[src/rtl/shared_pkg.sv]
// Shared APB types and default geometry for the master and the slave-side interconnect.
// Latency: n/a (types and constants only).
// Backpressure: n/a.
package shared_pkg;

    localparam int DATA_WIDTH     = 32;
    localparam int ADDR_WIDTH     = 32;
    localparam int NO_SLAVES      = 4;
    localparam int SEL_LSB        = 12;
    localparam int TIMEOUT_CYCLES = 16;

    typedef enum logic [2:0] {
        IDLE   = 3'b001,
        SETUP  = 3'b010,
        ACCESS = 3'b100
    } state_e;

endpackage

[src/rtl/apb_addr_decoder.sv]
// Slave decode: the address field at SEL_LSB selects one slave; out-of-range indices miss.
// Latency: combinational.
// Backpressure: none.
module apb_addr_decoder #(
    parameter int ADDR_WIDTH = shared_pkg::ADDR_WIDTH,
    parameter int NO_SLAVES  = shared_pkg::NO_SLAVES,
    parameter int SEL_LSB    = shared_pkg::SEL_LSB
) (
    input  logic [ADDR_WIDTH-1:0] req_addr,
    output logic                  hit,
    output logic [NO_SLAVES-1:0]  sel
);

    localparam int IDX_W = (NO_SLAVES > 1) ? $clog2(NO_SLAVES) : 1;

    logic [IDX_W-1:0] idx;
    logic             unused_addr;

    assign unused_addr = ^req_addr;

    generate
        if (NO_SLAVES == 1) begin : g_single
            assign idx = '0;
        end else begin : g_multi
            assign idx = req_addr[SEL_LSB +: IDX_W];
        end
    endgenerate

    always_comb begin
        hit = ({1'b0, idx} < (IDX_W+1)'(NO_SLAVES));
        sel = '0;
        for (int i = 0; i < NO_SLAVES; i++) begin
            sel[i] = hit && (idx == IDX_W'(i));
        end
    end

endmodule

[src/rtl/apb_multi_slave_master.sv]
// APB4 master: one request at a time fanned out to NO_SLAVES slaves; optional ACCESS timeout via APB_TIMEOUT_EN.
// Latency: 3 cycles accept-to-rsp_valid plus one per wait state; decode miss responds next cycle.
// Backpressure: req_ready only in IDLE; PREADY low stretches ACCESS.
module apb_multi_slave_master #(
    parameter int DATA_WIDTH     = shared_pkg::DATA_WIDTH,
    parameter int ADDR_WIDTH     = shared_pkg::ADDR_WIDTH,
    parameter int NO_SLAVES      = shared_pkg::NO_SLAVES,
    parameter int SEL_LSB        = shared_pkg::SEL_LSB,
    parameter int TIMEOUT_CYCLES = shared_pkg::TIMEOUT_CYCLES
) (
    input  logic                            PCLK,
    input  logic                            PRESET,
    input  logic                            req_valid,
    output logic                            req_ready,
    input  logic                            req_write,
    input  logic [ADDR_WIDTH-1:0]           req_addr,
    input  logic [DATA_WIDTH-1:0]           req_wdata,
    input  logic [DATA_WIDTH/8-1:0]         req_strb,
    output logic                            rsp_valid,
    output logic [DATA_WIDTH-1:0]           rsp_rdata,
    output logic                            rsp_err,
    output logic [NO_SLAVES-1:0]            PSEL,
    output logic                            PENABLE,
    output logic                            PWRITE,
    output logic [ADDR_WIDTH-1:0]           PADDR,
    output logic [DATA_WIDTH-1:0]           PWDATA,
    output logic [DATA_WIDTH/8-1:0]         PSTRB,
    input  logic [NO_SLAVES*DATA_WIDTH-1:0] PRDATA,
    input  logic [NO_SLAVES-1:0]            PREADY,
    input  logic [NO_SLAVES-1:0]            PSLVERR
);

    import shared_pkg::*;

    localparam int STRB_W = DATA_WIDTH / 8;

    state_e                  state_q, state_d;
    logic [NO_SLAVES-1:0]    psel_d;
    logic                    penable_d, pwrite_d, rsp_valid_d, rsp_err_d;
    logic [ADDR_WIDTH-1:0]   paddr_d;
    logic [DATA_WIDTH-1:0]   pwdata_d, rsp_rdata_d, sel_rdata;
    logic [STRB_W-1:0]       pstrb_d;
    logic                    dec_hit, sel_ready, sel_err, timeout;
    logic [NO_SLAVES-1:0]    dec_sel;

`ifdef APB_TIMEOUT_EN
    localparam int                CNT_W    = $clog2(TIMEOUT_CYCLES + 1);
    localparam logic [CNT_W-1:0]  CNT_LAST = CNT_W'(TIMEOUT_CYCLES - 1);
    logic [CNT_W-1:0]             cnt_q, cnt_d;

    // Terminal count is judged on the last permitted wait cycle so PREADY in that cycle still wins.
    assign timeout = (cnt_q == CNT_LAST);
`else
    localparam int unused_timeout_cycles = TIMEOUT_CYCLES;
    assign timeout = 1'b0;
`endif

    apb_addr_decoder #(
        .ADDR_WIDTH (ADDR_WIDTH),
        .NO_SLAVES  (NO_SLAVES),
        .SEL_LSB    (SEL_LSB)
    ) u_dec (
        .req_addr (req_addr),
        .hit      (dec_hit),
        .sel      (dec_sel)
    );

    assign req_ready = (state_q == IDLE) && !PRESET;

    // Mask every slave return with PSEL so unselected slaves (even X) never reach the response.
    always_comb begin
        sel_ready = |(PREADY & PSEL);
        sel_err   = |(PSLVERR & PSEL);
        sel_rdata = '0;
        for (int i = 0; i < NO_SLAVES; i++) begin
            sel_rdata = sel_rdata | (PRDATA[i*DATA_WIDTH +: DATA_WIDTH] & {DATA_WIDTH{PSEL[i]}});
        end
    end

    always_comb begin
        state_d     = state_q;
        psel_d      = PSEL;
        penable_d   = PENABLE;
        pwrite_d    = PWRITE;
        paddr_d     = PADDR;
        pwdata_d    = PWDATA;
        pstrb_d     = PSTRB;
        rsp_valid_d = 1'b0;
        rsp_rdata_d = rsp_rdata;
        rsp_err_d   = rsp_err;
`ifdef APB_TIMEOUT_EN
        cnt_d       = cnt_q;
`endif
        case (state_q)
            IDLE: begin
                if (req_valid && req_ready) begin
                    if (dec_hit) begin
                        psel_d   = dec_sel;
                        pwrite_d = req_write;
                        paddr_d  = req_addr;
                        pwdata_d = req_wdata;
                        pstrb_d  = req_write ? req_strb : '0;
                        state_d  = SETUP;
                    end else begin
                        rsp_valid_d = 1'b1;
                        rsp_err_d   = 1'b1;
                        rsp_rdata_d = '0;
                    end
                end
            end
            SETUP: begin
                penable_d = 1'b1;
                state_d   = ACCESS;
`ifdef APB_TIMEOUT_EN
                cnt_d     = '0;
`endif
            end
            ACCESS: begin
                if (sel_ready) begin
                    psel_d      = '0;
                    penable_d   = 1'b0;
                    state_d     = IDLE;
                    rsp_valid_d = 1'b1;
                    rsp_rdata_d = PWRITE ? '0 : sel_rdata;
                    rsp_err_d   = sel_err;
                end else begin
`ifdef APB_TIMEOUT_EN
                    cnt_d = cnt_q + 1'b1;
`endif
                    if (timeout) begin
                        psel_d      = '0;
                        penable_d   = 1'b0;
                        state_d     = IDLE;
                        rsp_valid_d = 1'b1;
                        rsp_rdata_d = '0;
                        rsp_err_d   = 1'b1;
                    end
                end
            end
            default: state_d = IDLE;
        endcase
    end

    always_ff @(posedge PCLK) begin
        if (PRESET) begin
            state_q   <= IDLE;
            PSEL      <= '0;
            PENABLE   <= 1'b0;
            PWRITE    <= 1'b0;
            PADDR     <= '0;
            PWDATA    <= '0;
            PSTRB     <= '0;
            rsp_valid <= 1'b0;
            rsp_rdata <= '0;
            rsp_err   <= 1'b0;
`ifdef APB_TIMEOUT_EN
            cnt_q     <= '0;
`endif
        end else begin
            state_q   <= state_d;
            PSEL      <= psel_d;
            PENABLE   <= penable_d;
            PWRITE    <= pwrite_d;
            PADDR     <= paddr_d;
            PWDATA    <= pwdata_d;
            PSTRB     <= pstrb_d;
            rsp_valid <= rsp_valid_d;
            rsp_rdata <= rsp_rdata_d;
            rsp_err   <= rsp_err_d;
`ifdef APB_TIMEOUT_EN
            cnt_q     <= cnt_d;
`endif
        end
    end

endmodule
[config.mk]
export PLATFORM = sky130hd
export DESIGN_NAME = apb_multi_slave_master
export DESIGN_NICKNAME = d
export VERILOG_FILES = /design/src/rtl/shared_pkg.sv /design/src/rtl/apb_addr_decoder.sv /design/src/rtl/apb_multi_slave_master.sv
export SDC_FILE = /design/constraint.sdc
export NUM_CORES = 1
export LEC_CHECK = 0
export ABC_AREA = 1
export ABC_CLOCK_PERIOD_IN_PS = 2100
export BUFFER_PORTS_ARGS = -buffer_cell sky130_fd_sc_hd__buf_2
export CORE_AREA = 2 2 122 124
export CTS_CLUSTER_DIAMETER = 120
export CTS_CLUSTER_SIZE = 16
export DETAILED_ROUTE_END_ITERATION = 6
export DIE_AREA = 0 0 124 126
export PLACE_DENSITY = 0.68
export SLEW_MARGIN = 30
export SYNTH_ARGS = -nofsm -noshare
export SYNTH_HDL_FRONTEND = slang
export SYNTH_HIERARCHICAL = 1
export SYNTH_SLANG_ARGS = --single-unit
[constraint.sdc]
create_clock -name PCLK -period 2.1 [get_ports PCLK]
set_clock_uncertainty 0.1 [all_clocks]
set_input_delay 0.105 -clock PCLK [delete_from_list [all_inputs] [get_ports PCLK]]
set_output_delay 0.105 -clock PCLK [all_outputs]
set_load 0.02 [all_outputs]
# After elaboration in Yosys (flattened, before gate mapping)
# Cells that the tools add are included.
dict set report totals {
  register_bits 111
  in_bits 208
}
dict set report classes {
  eq_ne 8
  muxes 11
  bitwise_logic 10
  n_reduce_logical 14
}
# operator n
set ops {}
lappend ops {{AND 32 bit} 4}
lappend ops {{OR 32 bit} 3}
lappend ops {{2-to-1 mux 32 bit} 1}
lappend ops {{2-to-1 mux 4 bit} 3}
lappend ops {{one-hot mux 3 bit (3 select lines)} 1}
lappend ops {{AND 4 bit} 2}
lappend ops {{one-hot mux 4 bit (2 select lines)} 1}
lappend ops {{AND reduction 2 bit} 4}
lappend ops {{OR reduction 4 bit} 2}
lappend ops {{2-to-1 mux 3 bit} 2}
lappend ops {{equality test 2 bit, second input constant} 2}
lappend ops {{nonzero test 2 bit} 2}
lappend ops {{equality test 3 x 1 -> 1 bit, second input constant} 1}
lappend ops {{equality test 3 x 2 -> 1 bit, second input constant} 1}
lappend ops {{equality test 3 bit, second input constant} 1}
lappend ops {{AND reduction 3 bit} 1}
lappend ops {{equality test 2 x 1 -> 1 bit, second input constant} 1}
lappend ops {{logical AND 1 bit} 2}
lappend ops {{logical NOT 2 bit} 1}
lappend ops {{2-to-1 mux 1 bit} 2}
lappend ops {{inequality test 2 x 1 -> 1 bit, second input constant} 1}
lappend ops {{inequality test 2 bit, second input constant} 1}
lappend ops {{one-hot mux 1 bit (2 select lines)} 1}
lappend ops {{OR reduction 2 bit} 1}
lappend ops {{2 further kinds} 2}

# Depth between registers and ports, before layout
dict set report logic_depth {
  depth_word 5
  ltp_mapped 10
}

# Modules after synthesis
# The synthesis kept the hierarchy.
# mod n_inst cells_each area_each_um2 seq_area_each_um2
set modules_own_cells {}
lappend modules_own_cells {apb_multi_slave_master 1 761 4978.5 2222.1}
lappend modules_own_cells {apb_addr_decoder 1 9 37.5 0.0}

# Least setup slack after synthesis
# OpenSTA, ideal clock, no wires.
dict set report synth_path {
  path_type {register to register}
  startpoint {register PSEL[3]}
  endpoint {register rsp_rdata[10]}
  setup_ns 0.113
  arrival_time_ns 1.360
  t_required_ns 1.887
  path_slack_ns 0.528
  stages_incl_launch_ff 11
  n_path_buf 3
  synth_period_minus_slack_ns 1.572
  cell_sequence {dfxtp_1 > buf_2 > nand2_1 > nand2_1 > o21ai_2 > nand2_1 > buf_4 > buf_2 > nand2_1 > nand2_1 > nor2_1}
}
dict set report synth_via {
  elab_chain_len 3
  elab_cells_between_ends 6
  cone_classes {mux (1); bitwise (3); reduce/logical (2)}
}
# element line_no
set synth_lines {}
lappend synth_lines {{from (decl)} apb_multi_slave_master.sv:22} ;# output logic [NO_SLAVES-1:0] PSEL,
lappend synth_lines {{from (signal assigned)} apb_multi_slave_master.sv:161} ;# PSEL <= psel_d;
lappend synth_lines {{AND 4 bit or AND 32 bit (tied branches)} {apb_multi_slave_master.sv:72, apb_multi_slave_master.sv:76}}
lappend synth_lines {{OR reduction 4 bit or OR 32 bit (tied branches)} {apb_multi_slave_master.sv:72, apb_multi_slave_master.sv:76}}
lappend synth_lines {{AND reduction 2 bit (no source line) or 2-to-1 mux 32 bit (tied branches)} --}
lappend synth_lines {{to (signal assigned)} apb_multi_slave_master.sv:168} ;# rsp_rdata <= rsp_rdata_d;
lappend synth_lines {{to (decl)} apb_multi_slave_master.sv:20} ;# output logic [DATA_WIDTH-1:0] rsp_rdata,
# Parallel ways exist; a longest one is shown, timed or not.
# A chain may end at the register's enable or synchronous reset.

# Worst setup path in the final report
dict set report layout_path {
  startpoint {register state_q[1]}
  endpoint {register PSTRB[3]}
}
dict set report layout_via {
  elab_chain_len 4
}
# element line_no
set layout_lines {}
lappend layout_lines {{from (decl)} apb_multi_slave_master.sv:37} ;# state_e state_q, state_d;
lappend layout_lines {{from (signal assigned)} apb_multi_slave_master.sv:160} ;# state_q <= state_d;
lappend layout_lines {{equality test 3 x 1 -> 1 bit (*)} {apb_multi_slave_master.sv:68, apb_multi_slave_master.sv:94}}
lappend layout_lines {{logical AND 1 bit} apb_multi_slave_master.sv:68} ;# assign req_ready = (state_q == IDLE) && !PRESET;
lappend layout_lines {{logical AND 1 bit} apb_multi_slave_master.sv:96} ;# if (req_valid && req_ready) begin
lappend layout_lines {{AND reduction 2 bit (no source line) (*)} --}
lappend layout_lines {{to (signal assigned)} apb_multi_slave_master.sv:166} ;# PSTRB <= pstrb_d;
lappend layout_lines {{to (decl)} apb_multi_slave_master.sv:27} ;# output logic [DATA_WIDTH/8-1:0] PSTRB,
# Mark *: on every way between the ends. The rest lies on a longest branch, timed or not.

==> run summary <==
DRT
----------------------------------------------------------------------------------------
1st-iter DRT viols                                                                   240
Average vias per placed instance                                                   4.588
Average routed wire per standard cell                                           13.54 um
Final wirelength                                                                17.86 mm
Number of search-and-repair iterations in the first detailed-routing pass              4
Number of design rule violations left after detail routing                             0
Antenna violation net count after detailed routing                                     0
Vias after detailed routing                                                        6,052

STA
----------------------------------------------------------------------------------------
Least setup slack across all paths after layout                                0.3339 ns
Ratio of final minimum period to clock period                                     84.10%
Worst relative slew slack                                                         59.62%
Transition time of the tightest slew-check pin                                 0.6005 ns
Highest clock rate                                                             566.2 MHz
Unrepaired setup endpoints after global routing                                    false
Final setup vio count                                                                  0
Final critical-path required period                                             1.766 ns
Final Hold Violating Endpoints                                                         0
Post-Route Setup TNS                                                                0 ns
Slew Viols, Final                                                                      0

PLACE
----------------------------------------------------------------------------------------
Worst Setup Slack post-DPL                                                     0.4869 ns
Placed wire-length estimate                                                     12.12 mm
Number of I/O port buffers                                                           316
Final RePlAce weighted congestion                                                 0.8008

GRT
----------------------------------------------------------------------------------------
Global routing met3 resource utilization                                          5.344%
GR Util met1                                                                      24.43%
Number of global-route vias before repair                                          5,741
Fraction of met2 tracks used by global routing                                    39.04%
GRT Util Overall                                                                  21.86%
Residual overflow from global routing                                                  0
Wire length of the first global-routing pass                                    27.09 mm
Antenna violations before repair                                                       0
Busiest metal layer after global routing                                            met2
Pin count of the biggest net entering global routing                                  42

SETUP PATH
----------------------------------------------------------------------------------------
Worst EP arrival                                                                 1.95 ns
Crit path launch                                                            state_q[1]$_SDFFE_PP0P_
Register-to-register setup slack                                                 0.33 ns
Kind of end point of the critical path                                              flop
Capture instance of the worst register-to-register path                     PSTRB[3]$_SDFFE_PP0P_
Classification of the worst setup path                                        reg -> reg
Critical path launch point type                                                     flop
Critical path data required time                                                 2.29 ns
Maximum net fanout on the critical path                                                6
Register-to-Register Path Depth                                                        6
Reg2reg start                                                               state_q[1]$_SDFFE_PP0P_

FINAL LAYOUT
----------------------------------------------------------------------------------------
Count of nets after finishing                                                      1,338
Storage element area                                                          2222 sq um
Diode count                                                                            0
Area growth syn-to-layout                                                         53.40%
Share of final-layout standard cells stronger than drive strength 1               31.54%
Multi-input combinational cell area                                           2466 sq um
Fillers                                                                            1,347

LOGIC SYNTHESIS
----------------------------------------------------------------------------------------
Synth Register Bits                                                                  111
Yosys cell types                                                                      24
YS warnings                                                                            6
Average cell area after synthesis                                            6.514 sq um
Area of the mapped netlist                                                    5016 sq um
Sequential area share after synthesis                                             44.30%
Post-Syn Nets                                                                        978
Post-synthesis cell count                                                            770

MIN PATH
----------------------------------------------------------------------------------------
Hold path cells                                                                        2
Worst Hold Path EP                                                          PSTRB[1]$_SDFFE_PP0P_
Class of the tightest hold or removal check                                    in -> reg
Hold path startpoint                                                              PRESET

FLOORPLANNING
----------------------------------------------------------------------------------------
Number of cell rows                                                                   44
Floorplan die height                                                              126 um
Number of top-level pins                                                             317
Starting utilization of the core area                                             35.04%
Die span in x                                                                     124 um
Placeable core area                                                         14,310 sq um
Area of the die                                                             15,620 sq um

POWER AND IR DROP
----------------------------------------------------------------------------------------
Static Leak                                                                     3.785 nW
Maximum ir drop on the vdd rail                                                 427.3 uV
Total power density per cell area                                           686.9 nW/um^2

CLOCK NETWORK
----------------------------------------------------------------------------------------
CTS H-tree lvls                                                                        3
TritonCTS clock tree                                                                done
Clock tree root buffer cell                                                 sky130_fd_sc_hd__clkbuf_16
Clock Sinks                                                                          111
Number of clock buffers inserted by TritonCTS                                          9
CTS max path bufs                                                                      2
Clock latency at the later pin of the worst-skew pair                            0.35 ns
Clock slew at reported path FFs                                                  0.08 ns

STATUS
----------------------------------------------------------------------------------------
Result of the run                                                              completed

RUN
----------------------------------------------------------------------------------------
Max-cap check violation count                                                          0

worst max-delay path by stage:
stage | slack, ns | to | cells after the start
global route | 0.21 | PSTRB[3]$_SDFFE_PP0P_ | 6
global placement | 0.54 | rsp_rdata[20]$_SDFFE_PP0P_ | 8
finish | 0.33 | PSTRB[3]$_SDFFE_PP0P_ | 6
CTS | 0.36 | PSTRB[0]$_SDFFE_PP0P_ | 6
floorplan | 0.53 | rsp_rdata[10]$_SDFFE_PP0P_ | 10
detailed placement | 0.49 | PADDR[26]$_SDFFE_PP0P_ | 7
timing repair:
item                      in CTS  in global routing
buffers inserted               0                  0
gates resized for setup        0                  0
hold buffers                  71                  0
hold endpoints to repair      69                  0
registers in the layout, summed over array words and instances, names as in the netlist:
register / count
PADDR: 32
PENABLE: 1
PSEL: 4
PSTRB: 4
PWDATA: 32
PWRITE: 1
rsp_err: 1
rsp_rdata: 32
rsp_valid: 1
state_q: 3
per-layer routing:
metal | wire [um] | part of all wire (%)
met5 | 0 | 0
met4 | 456 | 2.6
met3 | 1555 | 8.7
met2 | 8612 | 48
met1 | 7231 | 40
power by group:
group,internal (mW),switching (mW)
Sequential,2.22,0.0641
Combinational,0.517,0.702
Clock,0.973,0.809
Total,3.71,1.58
per-stage QoR:
step / std cells / util (%) / area [sq um] / power, mW / hold slack (ns)
after floorplan: 770 / - / 5016 / 3.002 / 0.1478
after global placement: 1232 / 46.65 / 6678 / 3.441 / 0.2458
after detailed placement: 1232 / 46.65 / 6678 / 3.445 / 0.2505
after CTS: 1319 / 53.76 / 7695 / 5.318 / 0.01356
after global routing: 1319 / 53.76 / 7695 / 5.566 / 0.04434
final: 1319 / 53.76 / 7695 / 5.286 / 0.02028
cells in the final DEF (no fill, tap or decap), types with 8 or more instances in the layout:
cell and count:
sky130_fd_sc_hd__a21oi_1 9, sky130_fd_sc_hd__o21ai_0 60, sky130_fd_sc_hd__inv_1 10, sky130_fd_sc_hd__buf_2 316
sky130_fd_sc_hd__dlygate4sd3_1 71, sky130_fd_sc_hd__clkbuf_16 9, sky130_fd_sc_hd__nor2_1 209, sky130_fd_sc_hd__dfxtp_1 111
sky130_fd_sc_hd__buf_4 14, sky130_fd_sc_hd__nand2_1 253, sky130_fd_sc_hd__nand4_1 36, sky130_fd_sc_hd__nand3_1 8
cell families after synthesis:
group	after synthesis	synth area share, %
compound gates	77	7.832
buf+inv	67	6.635
flops	111	44.30
other cells	1	0.07476
simple gates	514	41.16
cell usage after synthesis, drive strengths merged:
| cell | number | share of area, % |
|---|---|---|
| nor3 | 2 | 0.42 |
| nor2 | 211 | 16 |
| nand3 | 9 | 1.1 |
| o31ai | 1 | 0.15 |
| buf | 28 | 3.7 |
| nand2 | 256 | 19 |
| nand4 | 36 | 4.5 |
| inv | 14 | 1.0 |
| o21ai | 66 | 6.7 |
| conb | 1 | 0.075 |
| a31oi | 1 | 0.12 |
| dfxtp | 111 | 44 |
| clkbuf | 25 | 1.9 |
| a21oi | 9 | 0.90 |
final cells by class:
cell class / count / area share [%]
Sequential cell: 111 / 28.88
Clock inverter: 5 / 0.8293
Multi-Input combinational cell: 592 / 32.05
Inverter: 14 / 0.6829
Tap cell: 184 / 2.992
Timing Repair Buffer: 402 / 31.41
Clock buffer: 11 / 3.154
worst max-delay path: stages (launching register included):
cell and delay (ns):
sky130_fd_sc_hd__dfxtp_1 0.31, sky130_fd_sc_hd__inv_1 0.10, sky130_fd_sc_hd__nand3_4 0.13, sky130_fd_sc_hd__nor3_4 0.24, sky130_fd_sc_hd__nand4_1 0.12, sky130_fd_sc_hd__dlygate4sd3_1 0.58
sky130_fd_sc_hd__a21oi_1 0.12
(Power assumes the default switching activity.)
